### src/rtl/jtag_pkg.sv
// rtl/jtag_pkg.sv - shared JTAG TAP state encodings and opcode constants
package jtag_pkg;

  // Standard IEEE 1149.1 4-bit state encoding
  typedef enum logic [3:0] {
    EX2_DR   = 4'h0,
    EX1_DR   = 4'h1,
    SH_DR    = 4'h2,
    PAUSE_DR = 4'h3,
    SEL_IR   = 4'h4,
    UPD_DR   = 4'h5,
    CAP_DR   = 4'h6,
    SEL_DR   = 4'h7,
    EX2_IR   = 4'h8,
    EX1_IR   = 4'h9,
    SH_IR    = 4'hA,
    PAUSE_IR = 4'hB,
    RTI      = 4'hC,
    UPD_IR   = 4'hD,
    CAP_IR   = 4'hE,
    TLR      = 4'hF
  } tap_state_t;

  localparam logic [3:0] OP_IDCODE = 4'b0001;
  localparam logic [3:0] OP_BYPASS = 4'b1111;
  localparam logic [3:0] OP_SAMPLE = 4'b0010;

  function automatic logic is_shift_state(input tap_state_t s);
    return (s == SH_IR) || (s == SH_DR);
  endfunction

endpackage

### src/rtl/tap_fsm.sv
// rtl/tap_fsm.sv - 16-state TAP state register and TMS-driven next-state logic
module tap_fsm
  import jtag_pkg::*;
(
  input  logic       TCK,
  input  logic       TRST_n,
  input  logic       TMS,
  output tap_state_t state
);

  tap_state_t next_state;

  always_ff @(posedge TCK or negedge TRST_n) begin
    if (!TRST_n) state <= TLR;
    else         state <= next_state;
  end

  always_comb begin
    next_state = state;
    case (state)
      TLR:      next_state = TMS ? TLR      : RTI;
      RTI:      next_state = TMS ? SEL_DR   : RTI;
      SEL_DR:   next_state = TMS ? SEL_IR   : CAP_DR;
      CAP_DR:   next_state = TMS ? EX1_DR   : SH_DR;
      SH_DR:    next_state = TMS ? EX1_DR   : SH_DR;
      EX1_DR:   next_state = TMS ? UPD_DR   : PAUSE_DR;
      PAUSE_DR: next_state = TMS ? EX2_DR   : PAUSE_DR;
      EX2_DR:   next_state = TMS ? UPD_DR   : SH_DR;
      UPD_DR:   next_state = TMS ? SEL_DR   : RTI;
      SEL_IR:   next_state = TMS ? TLR      : CAP_IR;
      CAP_IR:   next_state = TMS ? EX1_IR   : SH_IR;
      SH_IR:    next_state = TMS ? EX1_IR   : SH_IR;
      EX1_IR:   next_state = TMS ? UPD_IR   : PAUSE_IR;
      PAUSE_IR: next_state = TMS ? EX2_IR   : PAUSE_IR;
      EX2_IR:   next_state = TMS ? UPD_IR   : SH_IR;
      UPD_IR:   next_state = TMS ? SEL_DR   : RTI;
      default:  next_state = TLR;
    endcase
  end

endmodule

### src/rtl/tap_controller.sv
// rtl/tap_controller.sv - JTAG TAP controller: IR, opcode decode, bypass register and TDO mux
module tap_controller
  import jtag_pkg::*;
#(
  parameter int              IR_W      = 4,
  parameter logic [IR_W-1:0] IDCODE_OP = IR_W'(OP_IDCODE),
  parameter logic [IR_W-1:0] BYPASS_OP = IR_W'(OP_BYPASS),
  parameter logic [IR_W-1:0] SAMPLE_OP = IR_W'(OP_SAMPLE)
) (
  input  logic            TCK,
  input  logic            TRST_n,
  input  logic            TMS,
  input  logic            TDI,
  output logic            TDO,
  output logic            TDO_en,
  input  logic            ID_tdo,
  input  logic            BSR_tdo,
  output logic            Shift_DR,
  output logic            ID_clk_en,
  output logic            BSR_clk_en,
  output logic            Update_DR,
  output logic [IR_W-1:0] IR_q,
  output logic [3:0]      TAP_state
);

  tap_state_t      state;
  logic [IR_W-1:0] ir_shift;
  logic            bypass_q;
  logic            is_idcode;
  logic            is_sample;
  logic            is_bypass;
  logic            dr_active;
  logic            dr_src;

  tap_fsm u_fsm (
    .TCK    (TCK),
    .TRST_n (TRST_n),
    .TMS    (TMS),
    .state  (state)
  );

  assign TAP_state = state;

  // An explicit BYPASS opcode wins; anything not IDCODE/SAMPLE falls back to bypass
  assign is_idcode = (IR_q == IDCODE_OP);
  assign is_sample = (IR_q == SAMPLE_OP);
  assign is_bypass = (IR_q == BYPASS_OP) || !(is_idcode || is_sample);

  assign dr_active  = (state == CAP_DR) || (state == SH_DR);
  assign Shift_DR   = (state == SH_DR);
  assign Update_DR  = (state == UPD_DR);
  assign ID_clk_en  = dr_active && is_idcode && !is_bypass;
  assign BSR_clk_en = dr_active && is_sample && !is_bypass;

  assign dr_src = is_bypass ? bypass_q : (is_sample ? BSR_tdo : ID_tdo);

  always_ff @(posedge TCK or negedge TRST_n) begin
    if (!TRST_n) begin
      IR_q     <= IDCODE_OP;
      ir_shift <= '0;
    end else begin
      case (state)
        TLR:     IR_q     <= IDCODE_OP;
        CAP_IR:  ir_shift <= IR_W'(1);
        SH_IR:   ir_shift <= {TDI, ir_shift[IR_W-1:1]};
        UPD_IR:  IR_q     <= ir_shift;
        default: ;
      endcase
    end
  end

  always_ff @(posedge TCK or negedge TRST_n) begin
    if (!TRST_n) begin
      bypass_q <= 1'b0;
    end else if (state == CAP_DR) begin
      bypass_q <= 1'b0;
    end else if (state == SH_DR) begin
      bypass_q <= TDI;
    end
  end

  // TDO keeps its last value outside the shift states so pauses do not disturb it
  always_ff @(posedge TCK or negedge TRST_n) begin
    if (!TRST_n) begin
      TDO    <= 1'b0;
      TDO_en <= 1'b0;
    end else begin
      TDO_en <= is_shift_state(state);
      if (state == SH_IR)      TDO <= ir_shift[0];
      else if (state == SH_DR) TDO <= dr_src;
    end
  end

endmodule
### config.mk
export PLATFORM = sky130hd
export DESIGN_NAME = tap_controller
export DESIGN_NICKNAME = d
export VERILOG_FILES = /design/src/rtl/jtag_pkg.sv /design/src/rtl/tap_fsm.sv /design/src/rtl/tap_controller.sv
export SDC_FILE = /design/constraint.sdc
export NUM_CORES = 1
export LEC_CHECK = 0
export ABC_CLOCK_PERIOD_IN_PS = 1710
export BUFFER_PORTS_ARGS = -buffer_cell sky130_fd_sc_hd__buf_2
export CAP_MARGIN = 20
export CORE_ASPECT_RATIO = 0.9
export CORE_UTILIZATION = 50
export DETAILED_ROUTE_END_ITERATION = 12
export PLACE_DENSITY = 0.76
export SETUP_SLACK_MARGIN = 0.4
export SLEW_MARGIN = 15
export SYNTH_ARGS = -nofsm -noshare
export SYNTH_HDL_FRONTEND = slang
export SYNTH_SLANG_ARGS = --single-unit
### constraint.sdc
create_clock -name TCK -period 1.71 [get_ports TCK]
set_input_delay 0.2565 -clock TCK [delete_from_list [all_inputs] [get_ports TCK]]
set_output_delay 0.2565 -clock TCK [all_outputs]
set_load 0.02 [all_outputs]
==> results of run 1 <==
-- area by class of cell --
class | instances | area, sq um
multi-input cells | 59 | 412
flip-flops and latches | 15 | 382
fillers | 92 | 309
repair buffers | 37 | 308
clock buffers | 3 | 22.5
well taps | 15 | 18.8
inverters | 2 | 7.51
clock inverters | 1 | 5.00
-- worst max-delay path, delay by kind of cell, from the launching register on --
kind / cells / cell delay (ps)
simple gates: 3 / 400
buf+inv: 1 / 110
flops: 1 / 600
-- state kept, by name, indices dropped and copies added, names as in the netlist --
signal	count
TDO_en	1
IR_q	4
ir_shift	4
bypass_q	1
u_fsm.state	4
TDO	1
-- layer usage --
layer,up-vias,GRT usage (%),wire length [microns],part of all wire (%)
met5,-,0,0,0
met4,0,15.9,84,4.3
met1,365,30.1,872,44
met2,34,42.3,894,46
met3,11,4.61,112,5.7
li1,353,-,-,-
-- final timing paths --
check                          startpoint  slack [ps]             end
max                        u_fsm.state[1]          40       ID_clk_en
min                                   TMS         290  u_fsm.state[1]
max reg2reg                u_fsm.state[1]         160     ir_shift[0]
min reg2reg                       IR_q[0]         520         IR_q[0]
max in group asynchronous          TRST_n        1030         IR_q[0]
min in group asynchronous          TRST_n         380        bypass_q
-- cells in the final DEF, fill, tap and decap left out, drive strengths merged --
cell / count
dfstp: 5
o221ai: 1
a21o: 1
mux2: 1
and3: 1
clkbuf: 3
nor3b: 2
nor2b: 2
o21ai: 11
o21bai: 1
a21boi: 1
nand2: 12
a21oi: 1
a22oi: 1
mux2i: 1
o31ai: 1
inv: 2
and4b: 1
clkinv: 1
nor4bb: 1
dlygate4sd3: 1
a31oi: 1
nand3b: 1
a211o: 1
dfrtp: 10
buf: 36
nand2b: 8
and2b: 1
nand3: 1
nor2: 4
o22ai: 1
a32oi: 1
nor3: 1
-- report_power, final --
part           total (mW)  internal (mW)  switching [mW]
logic                1.43          0.733           0.698
registers           0.714          0.552           0.163
clock network       0.215         0.0872           0.127
total                2.36           1.37           0.988
-- cells by family (layout without fill, tap and decap cells) --
family / count (synthesis) / after routing / synth area share (%)
compound gates: 22 / 22 / 17.1
flops: 15 / 15 / 47.8
mux: 2 / 2 / 2.66
buf+inv: 6 / 43 / 5.17
simple gates: 35 / 35 / 27.3
-- what timing repair did --
action / CTS / global route
endpoints found under the hold margin: 10 / 0
resized for setup: 22 / 10
endpoints found under the setup margin: 9 / 19
buffers inserted: 14 / 0
hold buffers: 1 / 0
pin swaps: 0 / 5
cloned: 0 / 0
==> qor.yml, run 1 <==
sta:
  report.final.slew_viol_count: 0
  slew_headroom_pct: 77.9
  rsz0062_at_grt: "true"
  worst_slack_ps: 38.1
  finalCritPeriodShare_pct: 97.8
  clock.fmax_mhz: 598
  skew_ps: 2.70
  hold_ws_ps: 287
  period_minus_slack_ps: 1670
  setup_tns_ps: 0
  hold_viol: 0
  setup_viol: 0
  max_slew.worst_pin.slew_ps: 332
worst_hold_path:
  worstHoldPathCells: 3
  hold_class: "input port to flip-flop"
routing:
  first_pass_iters: 6
  drt_iter0_drc: 24
  ant_nets: 0
  vias: 763
  vias_per_cell: 5.78
  drc_errors: 0
  routed_wl_mm: 1.96
  avgRoutedWirePerCell_microns: 14.9
synth:
  yosysMostFrequentCell: "nand2_1"
  synth-edff-count: 0
  synth_flop_cell: "dfrtp_1"
  ys_seq_area_share_pct: 47.8
  synth_fp_nets: 86
  synthTopCellsByArea: "dfrtp_1 (31%), dfstp_2 (16%), o21ai_0 (6.3%), nand2_1 (5.6%), nand2b_1 (5.5%)"
  yosysTopAreaCell: "dfrtp_1"
  synth_common_cells: "nand2_1 (12), dfrtp_1 (10), o21ai_0 (10), nand2b_1 (7), dfstp_2 (5)"
  synth.distinct_cells: 34
  synthArstFlopShare_pct: 100
  synth_warnings: 0
  syn_area_per_cell_sq_um: 9.98
  netlist_area_sq_um: 798
  ys_ff_latch: 15
  synth_top_area_share_pct: 31.3
  syn_inst: 80
status:
  outcome: "finished, final reports clean"
critical_path:
  required_ps: 1450
  cpMaxStageDelayCell: "dfstp_2"
  ff2ff_path_depth: 7
  slowest_delay_ps: 600
  cp-end-kind: "primary output"
  worstPathMaxFanout: 5
  cp.arrival_ps: 1420
  crit_chain: "nand2b_4 > nor2_4 > and4b_2 > buf_6"
  start_kind: "flip-flop"
  crit_type: "flip-flop to primary output"
global_route:
  antenna_found_initial: 0
  grt_pass1_wl_mm: 3.03
  grt_overflow: 0
  grt_pass1_vias: 693
  grt_use_total_pct: 25.1
  grt_max_degree: 16
placed_design:
  port_buffers: 19
  dp_hpwl_mm: 1.09
  place.gp.congestion: 0.861
  placed_cells_incl_taps: 113
  pre_cts_slack_ps: 221
  placed_cell_area_sq_um: 915
layout:
  diodes: 0
  fin_area_sq_um: 1150
  drive_gt1_share_pct: 47.9
  area_delta_synth_final_pct: 44.7
  nNetsFinal: 124
  fin_util_pct: 78.9
  final_cells: 132
cts:
  cts_max_level: 1
  cts_root_buffer: "clkbuf_4"
  cts_tree: "yes"
  cts_made_buffers: 3
  cts.sinks: 15
  clockBufferDepth: 2
  clkTransAtPathRegs_ps: 90
  insertion_delay_ps: 290
floorplan:
  dieWidth_microns: 44.1
  ios: 20
  fp.coreArea_sq_um: 1460
  dieArea_sq_um: 1760
  fp-row-count: 13
  start_util_pct: 54.5
  die_h_microns: 39.9
power:
  p_total_mw: 2.36
  leakage_nw: 0.542
  power_density_nw_per_um2: 2040
  ir_drop_mv: 1.61
flow_run:
  maxCapViolCount: 0
(Power assumes the default switching activity.)
==> run 2, diff against run 1 <==
--- a/config.mk
+++ b/config.mk
@@ -10,4 +10,5 @@
 export CAP_MARGIN = 20
 export CORE_ASPECT_RATIO = 0.9
+export CORE_MARGIN = 4
 export CORE_UTILIZATION = 50
 export DETAILED_ROUTE_END_ITERATION = 12
==> constraint.sdc (replaced) <==
create_clock -name TCK -period 1.71 [get_ports TCK]
set_input_delay 0.171 -clock TCK [delete_from_list [all_inputs] [get_ports TCK]]
set_output_delay 0.171 -clock TCK [all_outputs]
set_load 0.02 [all_outputs]
==> run 2 against run 1 <==
Clock skew decreased by 1.5 ps. Sequential cell count unchanged. Maximum frequency increased by 6.3%. Non-clock buffer count increased by 6. Final cell count increased by 9.8%. Via count increased by 0.66%. First-iteration DRC count decreased by 46%. Register-to-register slack improved by 120 ps. Combinational power increased by 12%. Critical path type unchanged. Largest power group unchanged.
==> qor.yml, run 2 (synthesis results as in run 1) <==
sta:
  hold_ws_ps: 183  # was 287 ps
  period_minus_slack_ps: 1570  # was 1670 ps
  max_slew.worst_pin.slew_ps: 350  # was 332 ps
  skew_ps: 1.15  # was 2.70 ps
  setup_viol: 0  # unchanged
  slew_headroom_pct: 76.7  # was 77.9%
  worst_slack_ps: 137  # was 38.1 ps
  clock.fmax_mhz: 636  # was 598 MHz
  report.final.slew_viol_count: 0  # unchanged
  setup_tns_ps: 0  # unchanged
  finalCritPeriodShare_pct: 92.0  # was 97.8%
  hold_viol: 0  # unchanged
  rsz0062_at_grt: "true"  # unchanged
cts:
  cts_root_buffer: "clkbuf_4"  # unchanged
  cts_tree: "yes"  # unchanged
  clockBufferDepth: 2  # unchanged
  clkTransAtPathRegs_ps: 80  # was 90 ps
  cts_max_level: 1  # unchanged
  cts.sinks: 15  # unchanged
  cts_made_buffers: 3  # unchanged
  insertion_delay_ps: 290  # about the same
routing:
  drc_errors: 0  # unchanged
  vias: 768  # was 763
  routed_wl_mm: 2.29  # was 1.96 mm
  first_pass_iters: 4  # was 6
  drt_iter0_drc: 13  # was 24
  ant_nets: 0  # unchanged
  vias_per_cell: 5.30  # was 5.78
  avgRoutedWirePerCell_microns: 15.8  # was 14.9 microns
layout:
  multi_input_area_sq_um: 419  # was 412 sq um
  diodes: 0  # unchanged
  area_delta_synth_final_pct: 53.6  # was 44.7%
  nNetsFinal: 130  # was 124
  regArea_sq_um: 382  # unchanged
  final_cells: 145  # was 132
  fin_util_pct: 82.8  # was 78.9%
  final_cell_mix: "buf_4 (15), buf_6 (13), buf_2 (12)"  # was buf_4 (13), nand2_1 (12), buf_6 (12)
  reg_top3: "IR_q x4, ir_shift x4, u_fsm.state x4"  # unchanged
  drive_gt1_share_pct: 51.2  # was 47.9%
  nFillCells: 80  # was 92
  fin_area_sq_um: 1230  # was 1150 sq um
  final_common_cell: "buf_4"  # unchanged
power:
  power_density_nw_per_um2: 2050  # was 2040 nW/um^2
  p_total_mw: 2.51  # was 2.36 mW
  leakage_nw: 0.580  # was 0.542 nW
  ir_drop_mv: 1.25  # was 1.61 mV
critical_path:
  startpoint: "u_fsm.state[1]"  # unchanged
  cp-end-kind: "primary output"  # unchanged
  required_ps: 1540  # was 1450 ps
  ff2ff_path_depth: 5  # was 7
  cp-endpoint: "ID_clk_en"  # unchanged
  worstPathMaxFanout: 3  # was 5
  ff2ff_setup_slack_ps: 280  # was 160 ps
  reg2reg_to: "ir_shift[0]"  # unchanged
  start_kind: "flip-flop"  # unchanged
  cp.arrival_ps: 1400  # was 1420 ps
  crit_type: "flip-flop to primary output"  # unchanged
  r2r-start: "u_fsm.state[1]"  # unchanged
global_route:
  antenna_found_initial: 0  # unchanged
  grt_overflow: 0  # unchanged
  grt_use_total_pct: 21.7  # was 25.1%
  grt_pass1_vias: 743  # was 693
  grt_max_degree: 16  # unchanged
  grt_pass1_wl_mm: 3.58  # was 3.03 mm
floorplan:
  dieWidth_microns: 50.1  # was 44.1 microns
  fp.coreArea_sq_um: 1480  # was 1460 sq um
  ios: 20  # unchanged
  die_h_microns: 45.9  # was 39.9 microns
  fp-row-count: 13  # unchanged
  start_util_pct: 53.9  # was 54.5%
  dieArea_sq_um: 2300  # was 1760 sq um
placed_design:
  dp_hpwl_mm: 1.22  # was 1.09 mm
  placed_cells_incl_taps: 120  # was 113
  placed_cell_area_sq_um: 923  # was 915 sq um
  place.gp.congestion: 0.839  # was 0.861
  port_buffers: 19  # unchanged
  pre_cts_slack_ps: 277  # was 221 ps
worst_hold_path:
  hold_class: "input port to flip-flop"  # unchanged
  worstHoldPathCells: 3  # unchanged
status:
  outcome: "finished, final reports clean"  # unchanged
flow_run:
  maxCapViolCount: 0  # unchanged
-- run 2: changes by cell type in the layout (fill, tap and decap cells not counted), sizes merged --
cell,change
clkinv,-1
clkbuf,+1
buf,+6
-- run 2: worst max-delay path: stages, from the launching register on --
cell	delay, ps
dfstp_2	580
nand2b_4	90
nor2_4	100
and4b_2	230
buf_6	110
-- run 2: layer usage --
metal / track usage (%) / vias up / wire (microns)
met2: 39.8 / 28 / 1190
met3: 6.89 / 8 / 135
met1: 23.4 / 362 / 905
li1: - / 370 / -
met5: 0 / - / 0
met4: 8.29 / 0 / 57
-- run 2: timing repair --
action | in CTS | in global routing
gates resized for setup | 18 | 16
setup endpoints to repair | 8 | 19
endpoints found under the hold margin | 10 | 0
gates cloned | 0 | 0
buffers inserted | 13 | 7
pin swaps | 2 | 5
hold buffers | 1 | 0
-- run 2: layout make-up --
type	count	area share (%)
multi-input combinational	59	34.2
sequential	15	31.1
timing repair buffer	43	29.7
tap	22	2.24
clock buffer	4	2.14
inverter	2	0.612
-- run 2: worst min path at each step --
stage	slack, ps	startpoint	end
after detailed placement	90	TRST_n	ir_shift[3]
after CTS	160	TMS	u_fsm.state[1]
after floorplan	-120	TRST_n	IR_q[1]
final	180	TMS	u_fsm.state[1]
after global routing	190	TMS	u_fsm.state[1]
after global placement	90	TRST_n	ir_shift[3]
-- run 2: power breakdown --
group	switching, mW	total, mW	internal [mW]
registers	0.160	0.713	0.552
logic	0.778	1.60	0.820
clock network	0.113	0.204	0.0908
==> run 3, diff against run 2 <==
BUFFER_PORTS_ARGS = unset   (was -buffer_cell sky130_fd_sc_hd__buf_2)
DONT_BUFFER_PORTS = 1   (was unset)
PLACE_DENSITY = unset   (was 0.76)
==> run 3 against run 2 <==
Combinational power is 41% lower. Design area is 21% lower. Utilization is 17 points lower. Register-to-register slack hardly changed. Count of clock-buffer cells in the layout stayed put. Worst hold slack worse by 140 ps. Via count is 19% lower. Final cell count is 21% lower. Clock power is 3% lower. Worst setup slack worse by 15 ps. Clock skew hardly changed. Sequential cell count stayed put.
==> qor.yml, run 3 (synthesis results as in run 1) <==
status:
  outcome: "finished, final reports clean"  # unchanged
global_route:
  grt_pass1_vias: 564  # was 743
  grt_use_total_pct: 16.2  # was 21.7%
  grt_overflow: 0  # unchanged
  grt_max_degree: 16  # unchanged
  antenna_found_initial: 0  # unchanged
  grt_pass1_wl_mm: 2.68  # was 3.58 mm
critical_path:
  cp.arrival_ps: 1420  # was 1400 ps
  cp-end-kind: "primary output"  # unchanged
  r2r-start: "u_fsm.state[1]"  # unchanged
  required_ps: 1540  # about the same
  startpoint: "u_fsm.state[1]"  # unchanged
  cpMaxStageDelayCell: "dfstp_2"  # unchanged
  crit_type: "flip-flop to primary output"  # unchanged
  crit_chain: "buf_6 > and2b_2 > nor3b_4"  # was nand2b_4 > nor2_4 > and4b_2 > buf_6
  worstPathMaxFanout: 7  # was 3
  start_kind: "flip-flop"  # unchanged
  slowest_delay_ps: 580  # about the same
  cpLargestDelayFamily: "flip-flops"  # unchanged
  worst-path-buf-inv: 1  # unchanged
layout:
  fin_util_pct: 65.7  # was 82.8%
  regArea_sq_um: 383  # was 382 sq um
  nNetsFinal: 99  # was 130
  area_delta_synth_final_pct: 21.8  # was 53.6%
  final_common_cell: "nand2_1"  # was buf_4
  multi_input_area_sq_um: 424  # was 419 sq um
  nFillCells: 122  # was 80
  final_cell_mix: "nand2_1 (12), dfrtp_1 (9), o21ai_0 (8), buf_4 (8), nand2b_1 (7)"  # was buf_4 (15), buf_6 (13), buf_2 (12)
  diodes: 0  # unchanged
  drive_gt1_share_pct: 34.8  # was 51.2%
  final_cells: 114  # was 145
  reg_top3: "IR_q x4, ir_shift x4, u_fsm.state x4"  # unchanged
floorplan:
  dieWidth_microns: 50.1  # unchanged
  dieArea_sq_um: 2300  # unchanged
  fp-row-count: 13  # unchanged
  ios: 20  # unchanged
  fp.coreArea_sq_um: 1480  # unchanged
  start_util_pct: 53.9  # unchanged
  die_h_microns: 45.9  # unchanged
placed_design:
  pre_cts_slack_ps: 353  # was 277 ps
  port_buffers: 0  # was 19
  place.gp.congestion: 0.741  # was 0.839
  dp_hpwl_mm: 1.14  # was 1.22 mm
  placed_cells_incl_taps: 102  # was 120
routing:
  first_pass_iters: 4  # unchanged
  ant_nets: 0  # unchanged
  routed_wl_mm: 1.64  # was 2.29 mm
  vias_per_cell: 5.47  # was 5.30
  drc_errors: 0  # unchanged
  vias: 624  # was 768
  drt_iter0_drc: 14  # was 13
  avgRoutedWirePerCell_microns: 14.4  # was 15.8 microns
sta:
  report.final.slew_viol_count: 0  # unchanged
  setup_tns_ps: 0  # unchanged
  max_slew.worst_pin.slew_ps: 704  # was 350 ps
  setup_viol: 0  # unchanged
  skew_ps: 1.18  # was 1.15 ps
  hold_viol: 0  # unchanged
  rsz0062_at_grt: "true"  # unchanged
  clock.fmax_mhz: 630  # was 636 MHz
  slew_headroom_pct: 52.9  # was 76.7%
  worst_slack_ps: 123  # was 137 ps
  finalCritPeriodShare_pct: 92.8  # was 92.0%
  period_minus_slack_ps: 1590  # was 1570 ps
cts:
  cts.sinks: 15  # unchanged
  clkTransAtPathRegs_ps: 80  # about the same
  cts_root_buffer: "clkbuf_4"  # unchanged
  cts_max_level: 1  # unchanged
  clockBufferDepth: 2  # unchanged
  cts_made_buffers: 3  # unchanged
  cts_tree: "yes"  # unchanged
  insertion_delay_ps: 280  # was 290 ps
power:
  ir_drop_mv: 1.01  # was 1.25 mV
  p_total_mw: 1.98  # was 2.51 mW
  leakage_nw: 0.413  # was 0.580 nW
  power_density_nw_per_um2: 2040  # was 2050 nW/um^2
worst_hold_path:
  min-delay-start: "TMS"  # unchanged
  hold_class: "input port to flip-flop"  # unchanged
flow_run:
  maxCapViolCount: 0  # unchanged
## run 3: cell types whose count changed in the layout (fill, tap and decap cells not counted), sizes merged
cell / delta
buf: -31
## run 3: what timing repair did
| item | CTS | global route |
|---|---|---|
| pin swaps | 0 | 4 |
| buffers inserted | 4 | 3 |
| cloned | 0 | 0 |
| setup endpoints to repair | 11 | 15 |
| hold buffers | 1 | 0 |
| gates resized for setup | 6 | 8 |
| hold endpoints to repair | 15 | 0 |
## run 3: metrics by stage
step           hold WS [ps]  cell area [sq um]
2_1_floorplan          -125                816
3_3_place_gp           -124                836
3_5_place_dp           -124                836
4_1_cts                41.2                925
5_1_grt                40.9                972
6_report               46.3                972
## run 3: worst paths after layout
| kind | to | slack [ps] | depth (start not counted) |
|---|---|---|---|
| max | Update_DR | 120 | 3 |
| min | u_fsm.state[1] | 50 | 2 |
| min in group asynchronous | IR_q[2] | 380 | 1 |
| max in group asynchronous | IR_q[1] | 850 | 1 |
| max reg2reg | u_fsm.state[1] | 270 | 5 |
| min reg2reg | ir_shift[1] | 530 | 2 |
## run 3: worst register-to-register path: stages (launching register included)
cell and delay [ps]:
dfstp_2 580, buf_6 150, and2b_2 230, buf_4 140, a22oi_1 130, o221ai_1 130
## run 3: routing by layer
metal  up-vias  share of wire (%)  track usage, %
met3         2                8.0            8.20
li1        305                  -               -
met4         0               0.73            6.63
met2        22                 47            25.5
met5         -                  0               0
met1       295                 44            18.9
## run 3: area by class of cell
class,instances,share of cell area [%]
inverters,2,0.772
clock buffers,4,2.70
multi-input cells,59,43.6
repair buffers,12,10.7
well taps,22,2.83
flip-flops and latches,15,39.4
## run 3: report_power, final
group / total (mW) / internal (mW) / switching, mW
combinational: 0.949 / 0.469 / 0.480
sequential: 0.833 / 0.555 / 0.278
clock: 0.198 / 0.0905 / 0.108
